File: src/rtl/alufun_pkg.sv
// ALUFun encodings, MIPS field constants and the decoded control struct
// shared by the ID-stage encoder and its combinational decoder.
package alufun_pkg;

    localparam logic [5:0] ALU_ADD    = 6'b000000;
    localparam logic [5:0] ALU_SUB    = 6'b000001;
    localparam logic [5:0] ALU_AND    = 6'b011000;
    localparam logic [5:0] ALU_OR     = 6'b011110;
    localparam logic [5:0] ALU_XOR    = 6'b010110;
    localparam logic [5:0] ALU_NOR    = 6'b010001;
    localparam logic [5:0] ALU_PASS_A = 6'b011010;
    localparam logic [5:0] ALU_SLL    = 6'b100000;
    localparam logic [5:0] ALU_SRL    = 6'b100001;
    localparam logic [5:0] ALU_SRA    = 6'b100011;
    localparam logic [5:0] ALU_EQ     = 6'b110011;
    localparam logic [5:0] ALU_NEQ    = 6'b110001;
    localparam logic [5:0] ALU_LT     = 6'b110101;
    localparam logic [5:0] ALU_LEZ    = 6'b111101;
    localparam logic [5:0] ALU_LTZ    = 6'b111011;
    localparam logic [5:0] ALU_GTZ    = 6'b111111;

    localparam logic [5:0] OP_RTYPE  = 6'h00;
    localparam logic [5:0] OP_REGIMM = 6'h01;
    localparam logic [5:0] OP_J      = 6'h02;
    localparam logic [5:0] OP_JAL    = 6'h03;
    localparam logic [5:0] OP_BEQ    = 6'h04;
    localparam logic [5:0] OP_BNE    = 6'h05;
    localparam logic [5:0] OP_BLEZ   = 6'h06;
    localparam logic [5:0] OP_BGTZ   = 6'h07;
    localparam logic [5:0] OP_ADDI   = 6'h08;
    localparam logic [5:0] OP_ADDIU  = 6'h09;
    localparam logic [5:0] OP_SLTI   = 6'h0A;
    localparam logic [5:0] OP_SLTIU  = 6'h0B;
    localparam logic [5:0] OP_ANDI   = 6'h0C;
    localparam logic [5:0] OP_ORI    = 6'h0D;
    localparam logic [5:0] OP_XORI   = 6'h0E;
    localparam logic [5:0] OP_LUI    = 6'h0F;
    localparam logic [5:0] OP_LW     = 6'h23;
    localparam logic [5:0] OP_SW     = 6'h2B;

    localparam logic [5:0] F_SLL  = 6'h00;
    localparam logic [5:0] F_SRL  = 6'h02;
    localparam logic [5:0] F_SRA  = 6'h03;
    localparam logic [5:0] F_JR   = 6'h08;
    localparam logic [5:0] F_JALR = 6'h09;
    localparam logic [5:0] F_ADD  = 6'h20;
    localparam logic [5:0] F_ADDU = 6'h21;
    localparam logic [5:0] F_SUB  = 6'h22;
    localparam logic [5:0] F_SUBU = 6'h23;
    localparam logic [5:0] F_AND  = 6'h24;
    localparam logic [5:0] F_OR   = 6'h25;
    localparam logic [5:0] F_XOR  = 6'h26;
    localparam logic [5:0] F_NOR  = 6'h27;
    localparam logic [5:0] F_SLT  = 6'h2A;
    localparam logic [5:0] F_SLTU = 6'h2B;

    localparam logic [4:0] RT_BLTZ = 5'd0;
    localparam logic [4:0] RT_BGEZ = 5'd1;

    typedef struct packed {
        logic [5:0] alufun;
        logic       sign;
        logic       is_branch;
        logic       br_invert;
        logic       illegal;
    } alu_ctrl_t;

    localparam alu_ctrl_t CTRL_BUBBLE  = '0;
    localparam alu_ctrl_t CTRL_ILLEGAL = '{alufun: ALU_ADD, sign: 1'b0, is_branch: 1'b0,
                                           br_invert: 1'b0, illegal: 1'b1};

    function automatic alu_ctrl_t mk_ctrl(input logic [5:0] alufun, input logic sign,
                                          input logic is_branch, input logic br_invert);
        mk_ctrl = '{alufun: alufun, sign: sign, is_branch: is_branch,
                    br_invert: br_invert, illegal: 1'b0};
    endfunction

endpackage

File: src/rtl/alufun_encoder_if.sv
// ID-to-EX bundle of the ALUFun encoder: decode inputs, pipeline controls
// and the registered EX-stage control outputs.
interface alufun_encoder_if #(parameter int CNT_W = 8);

    logic             id_valid;
    logic [5:0]       opcode;
    logic [5:0]       funct;
    logic [4:0]       rt;
    logic             stall;
    logic             flush;
    logic             ex_valid;
    logic [5:0]       ex_alufun;
    logic             ex_sign;
    logic             ex_is_branch;
    logic             ex_br_invert;
    logic             ex_illegal;
    logic [CNT_W-1:0] illegal_cnt;

    modport master (
        output id_valid, opcode, funct, rt, stall, flush,
        input  ex_valid, ex_alufun, ex_sign, ex_is_branch, ex_br_invert, ex_illegal, illegal_cnt
    );

    modport slave (
        input  id_valid, opcode, funct, rt, stall, flush,
        output ex_valid, ex_alufun, ex_sign, ex_is_branch, ex_br_invert, ex_illegal, illegal_cnt
    );

endinterface

File: src/rtl/alufun_decode.sv
// Combinational opcode/funct/rt to ALU control decode.
// Define ALUFUN_SLTU_EN to accept sltu/sltiu as unsigned LT; otherwise they are illegal.
module alufun_decode
    import alufun_pkg::*;
(
    input  logic [5:0] i_opcode,
    input  logic [5:0] i_funct,
    input  logic [4:0] i_rt,
    output alu_ctrl_t  o_ctrl
);

    always_comb begin
        // NOTE: default first so every path assigns o_ctrl and no latch is inferred.
        o_ctrl = CTRL_ILLEGAL;
        case (i_opcode)
            OP_RTYPE: begin
                case (i_funct)
                    F_ADD:  o_ctrl = mk_ctrl(ALU_ADD, 1'b1, 1'b0, 1'b0);
                    F_ADDU: o_ctrl = mk_ctrl(ALU_ADD, 1'b0, 1'b0, 1'b0);
                    F_SUB:  o_ctrl = mk_ctrl(ALU_SUB, 1'b1, 1'b0, 1'b0);
                    F_SUBU: o_ctrl = mk_ctrl(ALU_SUB, 1'b0, 1'b0, 1'b0);
                    F_AND:  o_ctrl = mk_ctrl(ALU_AND, 1'b0, 1'b0, 1'b0);
                    F_OR:   o_ctrl = mk_ctrl(ALU_OR,  1'b0, 1'b0, 1'b0);
                    F_XOR:  o_ctrl = mk_ctrl(ALU_XOR, 1'b0, 1'b0, 1'b0);
                    F_NOR:  o_ctrl = mk_ctrl(ALU_NOR, 1'b0, 1'b0, 1'b0);
                    F_SLL:  o_ctrl = mk_ctrl(ALU_SLL, 1'b0, 1'b0, 1'b0);
                    F_SRL:  o_ctrl = mk_ctrl(ALU_SRL, 1'b0, 1'b0, 1'b0);
                    F_SRA:  o_ctrl = mk_ctrl(ALU_SRA, 1'b0, 1'b0, 1'b0);
                    F_SLT:  o_ctrl = mk_ctrl(ALU_LT,  1'b1, 1'b0, 1'b0);
                    F_JR, F_JALR: o_ctrl = mk_ctrl(ALU_ADD, 1'b0, 1'b0, 1'b0);
`ifdef ALUFUN_SLTU_EN
                    F_SLTU: o_ctrl = mk_ctrl(ALU_LT,  1'b0, 1'b0, 1'b0);
`else
                    F_SLTU: o_ctrl = CTRL_ILLEGAL;
`endif
                    default: o_ctrl = CTRL_ILLEGAL;
                endcase
            end
            OP_REGIMM: begin
                // bgez reuses the LTZ compare and takes the branch on a false result.
                if (i_rt == RT_BLTZ)      o_ctrl = mk_ctrl(ALU_LTZ, 1'b0, 1'b1, 1'b0);
                else if (i_rt == RT_BGEZ) o_ctrl = mk_ctrl(ALU_LTZ, 1'b0, 1'b1, 1'b1);
                else                      o_ctrl = CTRL_ILLEGAL;
            end
            OP_BEQ:  o_ctrl = mk_ctrl(ALU_EQ,  1'b0, 1'b1, 1'b0);
            OP_BNE:  o_ctrl = mk_ctrl(ALU_NEQ, 1'b0, 1'b1, 1'b0);
            OP_BLEZ: o_ctrl = mk_ctrl(ALU_LEZ, 1'b0, 1'b1, 1'b0);
            OP_BGTZ: o_ctrl = mk_ctrl(ALU_GTZ, 1'b0, 1'b1, 1'b0);
            OP_ADDI: o_ctrl = mk_ctrl(ALU_ADD, 1'b1, 1'b0, 1'b0);
            OP_ADDIU, OP_LW, OP_SW, OP_LUI, OP_J, OP_JAL:
                     o_ctrl = mk_ctrl(ALU_ADD, 1'b0, 1'b0, 1'b0);
            OP_ANDI: o_ctrl = mk_ctrl(ALU_AND, 1'b0, 1'b0, 1'b0);
            OP_ORI:  o_ctrl = mk_ctrl(ALU_OR,  1'b0, 1'b0, 1'b0);
            OP_XORI: o_ctrl = mk_ctrl(ALU_XOR, 1'b0, 1'b0, 1'b0);
            OP_SLTI: o_ctrl = mk_ctrl(ALU_LT,  1'b1, 1'b0, 1'b0);
`ifdef ALUFUN_SLTU_EN
            OP_SLTIU: o_ctrl = mk_ctrl(ALU_LT, 1'b0, 1'b0, 1'b0);
`else
            OP_SLTIU: o_ctrl = CTRL_ILLEGAL;
`endif
            default: o_ctrl = CTRL_ILLEGAL;
        endcase
    end

endmodule

File: src/rtl/alufun_encoder.sv
// ID/EX register for the ALUFun control word plus a saturating illegal-instruction counter.
// sltu/sltiu acceptance follows ALUFUN_SLTU_EN inside alufun_decode.
module alufun_encoder
    import alufun_pkg::*;
#(
    parameter int CNT_W = 8
) (
    input  logic          clk,
    input  logic          reset,
    alufun_encoder_if.slave bus
);

    alu_ctrl_t        w_dec;
    alu_ctrl_t        w_next;
    logic             w_load;
    logic             w_count;
    alu_ctrl_t        r_ex;
    logic             r_valid;
    logic [CNT_W-1:0] r_cnt;

    alufun_decode u_decode (
        .i_opcode (bus.opcode),
        .i_funct  (bus.funct),
        .i_rt     (bus.rt),
        .o_ctrl   (w_dec)
    );

    assign w_load  = !bus.flush && !bus.stall;
    assign w_next  = bus.id_valid ? w_dec : CTRL_BUBBLE;
    assign w_count = w_load && bus.id_valid && w_dec.illegal && (r_cnt != {CNT_W{1'b1}});

    // NOTE: sequential state uses non-blocking assignments only, so every flop samples pre-edge values.
    always_ff @(posedge clk or negedge reset) begin
        if (!reset) begin
            r_valid <= 1'b0;
            r_ex    <= CTRL_BUBBLE;
            r_cnt   <= '0;
        end else begin
            if (bus.flush) begin
                r_valid <= 1'b0;
                r_ex    <= CTRL_BUBBLE;
            end else if (!bus.stall) begin
                r_valid <= bus.id_valid;
                r_ex    <= w_next;
            end
            if (w_count) r_cnt <= r_cnt + 1'b1;
        end
    end

    assign bus.ex_valid     = r_valid;
    assign bus.ex_alufun    = r_ex.alufun;
    assign bus.ex_sign      = r_ex.sign;
    assign bus.ex_is_branch = r_ex.is_branch;
    assign bus.ex_br_invert = r_ex.br_invert;
    assign bus.ex_illegal   = r_ex.illegal;
    assign bus.illegal_cnt  = r_cnt;

endmodule

File: src/flat_wrapper.sv
// flat-port wrapper written by rule: the top's interface ports become plain ports
module alufun_encoder_flat import alufun_pkg::*;
#(
    parameter int CNT_W = 8
)
  (clk, reset, bus_id_valid, bus_opcode, bus_funct, bus_rt, bus_stall, bus_flush, bus_ex_valid, bus_ex_alufun, bus_ex_sign, bus_ex_is_branch, bus_ex_br_invert, bus_ex_illegal, bus_illegal_cnt);
  alufun_encoder_if #(.CNT_W(CNT_W)) bus_i ();
  input  logic clk;
  input  logic reset;
  input wire logic [$bits(bus_i.id_valid)-1:0] bus_id_valid;
  input wire logic [$bits(bus_i.opcode)-1:0] bus_opcode;
  input wire logic [$bits(bus_i.funct)-1:0] bus_funct;
  input wire logic [$bits(bus_i.rt)-1:0] bus_rt;
  input wire logic [$bits(bus_i.stall)-1:0] bus_stall;
  input wire logic [$bits(bus_i.flush)-1:0] bus_flush;
  output wire logic [$bits(bus_i.ex_valid)-1:0] bus_ex_valid;
  output wire logic [$bits(bus_i.ex_alufun)-1:0] bus_ex_alufun;
  output wire logic [$bits(bus_i.ex_sign)-1:0] bus_ex_sign;
  output wire logic [$bits(bus_i.ex_is_branch)-1:0] bus_ex_is_branch;
  output wire logic [$bits(bus_i.ex_br_invert)-1:0] bus_ex_br_invert;
  output wire logic [$bits(bus_i.ex_illegal)-1:0] bus_ex_illegal;
  output wire logic [$bits(bus_i.illegal_cnt)-1:0] bus_illegal_cnt;
  assign bus_i.id_valid = bus_id_valid;
  assign bus_i.opcode = bus_opcode;
  assign bus_i.funct = bus_funct;
  assign bus_i.rt = bus_rt;
  assign bus_i.stall = bus_stall;
  assign bus_i.flush = bus_flush;
  assign bus_ex_valid = bus_i.ex_valid;
  assign bus_ex_alufun = bus_i.ex_alufun;
  assign bus_ex_sign = bus_i.ex_sign;
  assign bus_ex_is_branch = bus_i.ex_is_branch;
  assign bus_ex_br_invert = bus_i.ex_br_invert;
  assign bus_ex_illegal = bus_i.ex_illegal;
  assign bus_illegal_cnt = bus_i.illegal_cnt;
  alufun_encoder #(.CNT_W(CNT_W)) u_core (.clk(clk), .reset(reset), .bus(bus_i));
endmodule
File: config.mk
export PLATFORM = sky130hd
export DESIGN_NAME = alufun_encoder_flat
export DESIGN_NICKNAME = d
export VERILOG_FILES = /design/src/rtl/alufun_pkg.sv /design/src/rtl/alufun_encoder_if.sv /design/src/rtl/alufun_decode.sv /design/src/rtl/alufun_encoder.sv /design/src/flat_wrapper.sv
export SDC_FILE = /design/constraint.sdc
export NUM_CORES = 1
export LEC_CHECK = 0
export ABC_AREA = 0
export CELL_PAD_IN_SITES_DETAIL_PLACEMENT = 2
export CELL_PAD_IN_SITES_GLOBAL_PLACEMENT = 2
export CORE_MARGIN = 10
export CORE_UTILIZATION = 24
export CTS_CLUSTER_DIAMETER = 100
export DETAILED_ROUTE_END_ITERATION = 8
export PLACE_DENSITY = 0.76
export SLEW_MARGIN = 25
export SYNTH_ARGS = -nofsm -noshare
export SYNTH_HDL_FRONTEND = slang
export SYNTH_SLANG_ARGS = --single-unit
File: constraint.sdc
create_clock -name clk -period 1.5 [get_ports clk]
set_input_delay 0.15 -clock clk [delete_from_list [all_inputs] [get_ports clk]]
set_output_delay 0.15 -clock clk [all_outputs]
set_load 0.05 [all_outputs]
After elaboration in Yosys (flattened, before gate mapping)
Memories as Yosys holds them, arrays and structs flattened.
Cells that the tools add are included.
Widths: inputs -> output; s select.
{ "op_classes": {"n_addsub": 1, "multipliers": 0, "div": 0, "order_cmp": 0, "n_eq_ne": 19, "shift": 0, "mux": 8, "bitwise": 0, "n_reduce_logical": 9} }
{ "ops": {"columns": ["operator", "n"], "rows": [
  ["$pmux 10 s12", 1],
  ["$mux 10", 5],
  ["$eq 6x4->1 const B", 7],
  ["$eq 6x3->1 const B", 4],
  ["$eq 6x2->1 const B", 2],
  ["$eq 6x6->1 const B", 2],
  ["$add 8x1->8 const B", 1],
  ["$ne 8x8->1 const B", 1],
  ["$eq 6x1->1 const B", 1],
  ["$logic_not 6->1", 1],
  ["$reduce_or 6->1", 1],
  ["$eq 5x1->1 const B", 1],
  ["$logic_not 5->1", 1],
  ["$logic_and 1x1->1", 4],
  ["$logic_not 1->1", 2],
  ["$mux 1", 2],
  ["$ne 2x1->1 const B", 1]
]} }
{ "word_totals": {"reg_bits": 19, "latchBits": 0, "mem_bits_rw": 0, "rom_bits": 512, "out_inout_bits": 19, "word_cells": 45, "mem_count": 1} }
{ "memory_table": {"columns": ["name", "depth", "word_bits", "read_ports", "rd_clocked_by_memory_dff", "write_ports", "line", "text"], "rows": [
  ["(name not given)", 64, 8, 1, 0, 0, "alufun_decode.sv:17", "case (i_funct)"]
]} }

Depth between registers and ports, before layout
Gate-level depths: netlist (run 1).
{ "logic_depth": {"word_depth": 7, "ltp_mapped": 8} }

Modules after synthesis
A second synthesis (run 1) with hierarchy kept.
{ "unflattened": {"hier_cells": 171, "area_unflattened_um2": 1448.9} }
{ "modules_own_cells": {"columns": ["module", "n_inst", "cells_per_inst", "area_per_inst_um2", "seq_area_each_um2"], "rows": [
  ["alufun_encoder", 1, 87, 923.4, 475.5],
  ["alufun_decode", 1, 84, 525.5, 0.0]
]} }

Worst setup path before layout (run 1)
OpenSTA, ideal clock, no wires.
{ "synth_timing": {"path_kind": "in2reg", "startpoint": "in bus_opcode[2]", "endpoint": "reg u_core.r_cnt[1] (netlist: u_core.bus.illegal_cnt[1])", "setup_time_ns": 0.125, "arrival_time_ns": 1.918, "path_slack_ns": -0.543, "stages": 6, "path_buffers": 0, "path_cell_list": "or4_4 > or3_1 > a211o_1 > o311ai_4 > nand3_4 > mux2_4"} }
{ "synth_via": {"elab_chain_len": 5, "word_cells_on_any_way": 21, "classes_between": "16 x eq/ne; 1 x mux; 4 x reduce/logical"} }
{ "synth_lines": {"columns": ["element", "line", "text"], "rows": [
  ["start, declared", "flat_wrapper.sv:11", "input wire logic [$bits(bus_i.opcode)-1:0] bus_opcode;"],
  ["$eq 6x4->1 (tied with other cells)", "alufun_decode.sv:15", "case (i_opcode)"],
  ["$reduce_or 6->1", "alufun_decode.sv:15", null],
  ["$pmux 10 s12 *", "alufun_decode.sv:15", null],
  ["$logic_and 1x1->1 * (2 in series)", "alufun_encoder.sv:30", "assign w_count = w_load && bus.id_valid && w_dec.illegal && (r_cnt != {CNT_W{1'b1}});"],
  ["end signal, assigned", "alufun_encoder.sv:46", "if (w_count) r_cnt <= r_cnt + 1'b1;"],
  ["end, declared", "alufun_encoder.sv:19", "logic [CNT_W-1:0] r_cnt;"]
]} }
Every way passes the cells marked *; elsewhere a longest branch is shown, timed or not.
A chain may end at the register's enable or synchronous reset.

Final worst setup path (run 1)
{ "layout_timing": {"startpoint": "in bus_opcode[3]", "endpoint": "reg u_core.r_cnt[6] (netlist: u_core.bus.illegal_cnt[6])"} }
Same word-level chain as after synthesis.

==> results of run 1 <==
[synthesized netlist by cell type, types with 2 or more instances]
| cell | instances | area share |
|---|---|---|
| nand2_1 | 16 | 0.046 |
| nand3_1 | 4 | 0.015 |
| inv_1 | 2 | 0.0057 |
| nand2b_1 | 7 | 0.034 |
| mux2_1 | 2 | 0.017 |
| dfrtp_1 | 19 | 0.36 |
| o21ai_0 | 14 | 0.054 |
| xnor2_1 | 6 | 0.040 |
| a31oi_1 | 2 | 0.0096 |
| a21o_1 | 2 | 0.011 |
| nor2_1 | 11 | 0.032 |
| and3_1 | 4 | 0.019 |
| clkbuf_1 | 6 | 0.017 |
| nor3_1 | 3 | 0.011 |
| ha_1 | 4 | 0.038 |
| nor2b_1 | 3 | 0.014 |
| nand3b_1 | 4 | 0.023 |
| mux2i_1 | 2 | 0.015 |
| nand4_1 | 5 | 0.024 |
| a21oi_1 | 11 | 0.042 |
[timing repair]
item                                    in CTS  in global routing
setup buffers                                3                  2
pin swaps                                   19                 16
endpoints found under the setup margin      18                 18
gates resized for setup                     50                 14
[layer usage]
layer,GRT usage,wire (µm)
met5,0,0
met4,0.0392,78
met3,0.0176,175
met2,0.256,3210
met1,0.138,2280
[state kept, by name (all words and copies together) (netlist names)]
register                 count
u_core.bus.ex_alufun         6
u_core.bus.ex_illegal        1
u_core.bus.ex_is_branch      1
u_core.bus.illegal_cnt       8
u_core.bus.ex_br_invert      1
u_core.bus.ex_sign           1
u_core.bus.ex_valid          1
[stage by stage]
| stage | total power [mW] | instances | utilization | worst slack (ns) | hold WS (ns) |
|---|---|---|---|---|---|
| after global placement | 1.35 | 291 | 0.388 | -0.931 | 0.459 |
| final | 1.79 | 300 | 0.430 | -0.380 | 0.225 |
| after CTS | 1.78 | 298 | 0.417 | -0.436 | 0.236 |
| after detailed placement | 1.39 | 291 | 0.388 | -1.02 | 0.476 |
| after global routing | 1.89 | 300 | 0.430 | -0.429 | 0.252 |
| after floorplan | 1.02 | 149 | - | -0.496 | -0.146 |
[cells in the final DEF (no fill, tap or decap), types with 2 or more instances in the layout]
| master | instances |
|---|---|
| clkbuf_8 | 3 |
| ha_1 | 3 |
| o21ai_2 | 2 |
| dlygate4sd2_1 | 4 |
| nand3_1 | 3 |
| nand3b_1 | 4 |
| a21oi_1 | 7 |
| nor3b_2 | 2 |
| buf_4 | 58 |
| nor2b_1 | 2 |
| nand2b_1 | 7 |
| a21o_1 | 2 |
| nor2_1 | 9 |
| clkdlybuf4s50_1 | 9 |
| dfrtp_1 | 19 |
| a31oi_1 | 2 |
| nand3_2 | 2 |
| nor3_1 | 3 |
| mux2_4 | 3 |
| nand2_1 | 15 |
| buf_6 | 7 |
| and3_1 | 4 |
| nand4_1 | 5 |
| inv_1 | 2 |
| o21ai_1 | 5 |
| a21oi_2 | 4 |
| xnor2_1 | 5 |
| o21ai_0 | 6 |
| dlymetal6s2s_1 | 4 |
[cell type report]
class                           count  share of cell area
Sequential cell                    19               0.213
Clock buffer                        4              0.0201
Inverter                            2             0.00336
Multi-Input combinational cell    121               0.412
Timing Repair Buffer               84               0.313
Tap cell                           70              0.0391
[report_power, final]
group | total [mW] | switching (mW) | leakage (nW) | internal (mW)
clock network | 0.360 | 0.172 | 0.0228 | 0.189
logic | 0.797 | 0.459 | 0.733 | 0.339
registers | 0.633 | 0.0639 | 0.258 | 0.569
[kinds of logic after synthesis]
kind of cell             Yosys count  share of synthesized area
AND/OR/NAND/NOR                   66                      0.284
multiplexers                       5                     0.0441
adder cells (fa/ha/maj)            4                     0.0383
XOR/XNOR                           7                     0.0469
AO/OA/AOI/OAI                     39                      0.196
flip-flops                        19                      0.364
buffers and inverters              9                     0.0259
[how the worst max path moves through the flow]
stage	endpoint	slack (ns)	depth (start not counted)
2_1_floorplan	u_core.bus.illegal_cnt[1]$_DFFE_PN0P_	-0.50	6
3_3_place_gp	u_core.bus.illegal_cnt[6]$_DFFE_PN0P_	-0.93	7
3_5_place_dp	u_core.bus.illegal_cnt[7]$_DFFE_PN0P_	-1.02	7
4_1_cts	u_core.bus.illegal_cnt[7]$_DFFE_PN0P_	-0.44	7
5_1_grt	u_core.bus.illegal_cnt[6]$_DFFE_PN0P_	-0.43	7
6_report	u_core.bus.illegal_cnt[6]$_DFFE_PN0P_	-0.38	7
==> results.json, run 1 <==
{
  "synth-main-ff-cell": "dfrtp_1",
  "status": "finished with violations",
  "slew_viol_final": 0,
  "rr_worst_depth": 6,
  "cts_buffers": 3,
  "tritoncts": "built",
  "required_ns": 1.65,
  "rr_endpoint": "u_core.bus.illegal_cnt[1]$_DFFE_PN0P_",
  "worst_setup_path_start_kind": "input pin",
  "cp_top_family": "simple AND/OR/NAND/NOR gates",
  "worstSetupPathType": "in -> reg",
  "grt_overflow": 0,
  "p_leak_nw": 1.01,
  "clock-skew-final_ns": 0.00961,
  "root_buffer": "clkbuf_8",
  "synth_edf_count": 0,
  "grt_setup_unrepaired": "true",
  "wl_um": 5740,
  "row_count": 26,
  "grt_use_total": 0.130,
  "detail_route.first_pass.iterations": 4,
  "antenna_found_initial": 0,
  "initial_core_util": 0.251,
  "vias": 1485,
  "critPathMaxStageDelay_ns": 0.52,
  "drc": 0,
  "finalHoldViolations": 0,
  "synth.distinct_cells": 42,
  "hold_path.class": "in -> async",
  "period_minus_slack_ns": 1.88,
  "arrival_ns": 2.03,
  "multi_input_area_um2": 922,
  "max_freq_ghz": 0.532,
  "ctsHoldBuffers": 0,
  "vias_per_cell": 4.95,
  "core_mm2": 0.00520,
  "endpoint_kind": "register",
  "gp_congestion": 0.798,
  "grt_pass1_wl_um": 9180,
  "h-tree-depth": 1,
  "io_pins": 41,
  "path_max_fanout": 8,
  "crit_path_top_delay_cell": "or4_4",
  "grt_pass1_vias": 1711,
  "die_w_um": 93.8,
  "placed_cell_area_mm2": 0.00202,
  "ant_nets": 0,
  "reg2reg_slack_ns": -0.11,
  "netlist_instances": 149,
  "worst_pin_slew_ns": 0.541,
  "max-cap-violations": 0,
  "clk_latency_ns": 0.26,
  "die_y_um": 93.8,
  "powerDensity_mw_per_mm2": 800,
  "design_area_mm2": 0.00224,
  "portBuffers": 40,
  "cp_num_buf_inv": 1,
  "finalWorstSetupSlack_ns": -0.380,
  "synthToLayoutAreaGrowth_pct": 71.3,
  "max-vdd-ir-drop_mv": 0.460,
  "synth-seq-cells": 19,
  "final_net_count": 257,
  "grt_max_degree": 20,
  "syn_nets": 175,
  "finalSetupTns_ns": -3.99,
  "clk_pin_slew_ns": 0.08,
  "post_drt_wl_per_cell_um": 19.1,
  "async_reset_ff_frac": 1.00,
  "cts_buffer_depth": 2,
  "synth-seq-area-share": 0.364,
  "drtIter0Drc": 24,
  "worstPathCellList": "buf_6 > or4_4 > or3_4 > a211o_1 > o311ai_4 > nand2b_1 > mux2_4",
  "seq_area_um2": 475,
  "synth.yosys.warnings": 0,
  "synth_area_mm2": 0.00131,
  "die-area_mm2": 0.00879,
  "period_share": 1.25,
  "avgSynthCellArea_um2": 8.77,
  "relSlewSlack": 0.638,
  "hpwlAfterDp_um": 4360,
  "layout-drive-gt1-share": 0.430,
  "violations": "setup timing",
  "setup_viol": 15,
  "fillers": 588,
  "rr_startpoint": "u_core.bus.illegal_cnt[0]$_DFFE_PN0P_",
  "cts_num_sinks": 19,
  "n_antenna_cell": 0,
  "worstSetupStartpoint": "bus_opcode[3]"
}
Note: power is estimated with default switching activity, not from simulation.
==> run 2: changes to the inputs <==
--- a/config.mk
+++ b/config.mk
@@ -11,6 +11,7 @@
 export CORE_MARGIN = 10
 export CORE_UTILIZATION = 24
 export CTS_CLUSTER_DIAMETER = 100
+export CTS_CLUSTER_SIZE = 20
 export DETAILED_ROUTE_END_ITERATION = 8
 export PLACE_DENSITY = 0.76
 export SLEW_MARGIN = 25
==> results of run 2 <==
Final layout, timing and power as in run 1 (identical DEF).
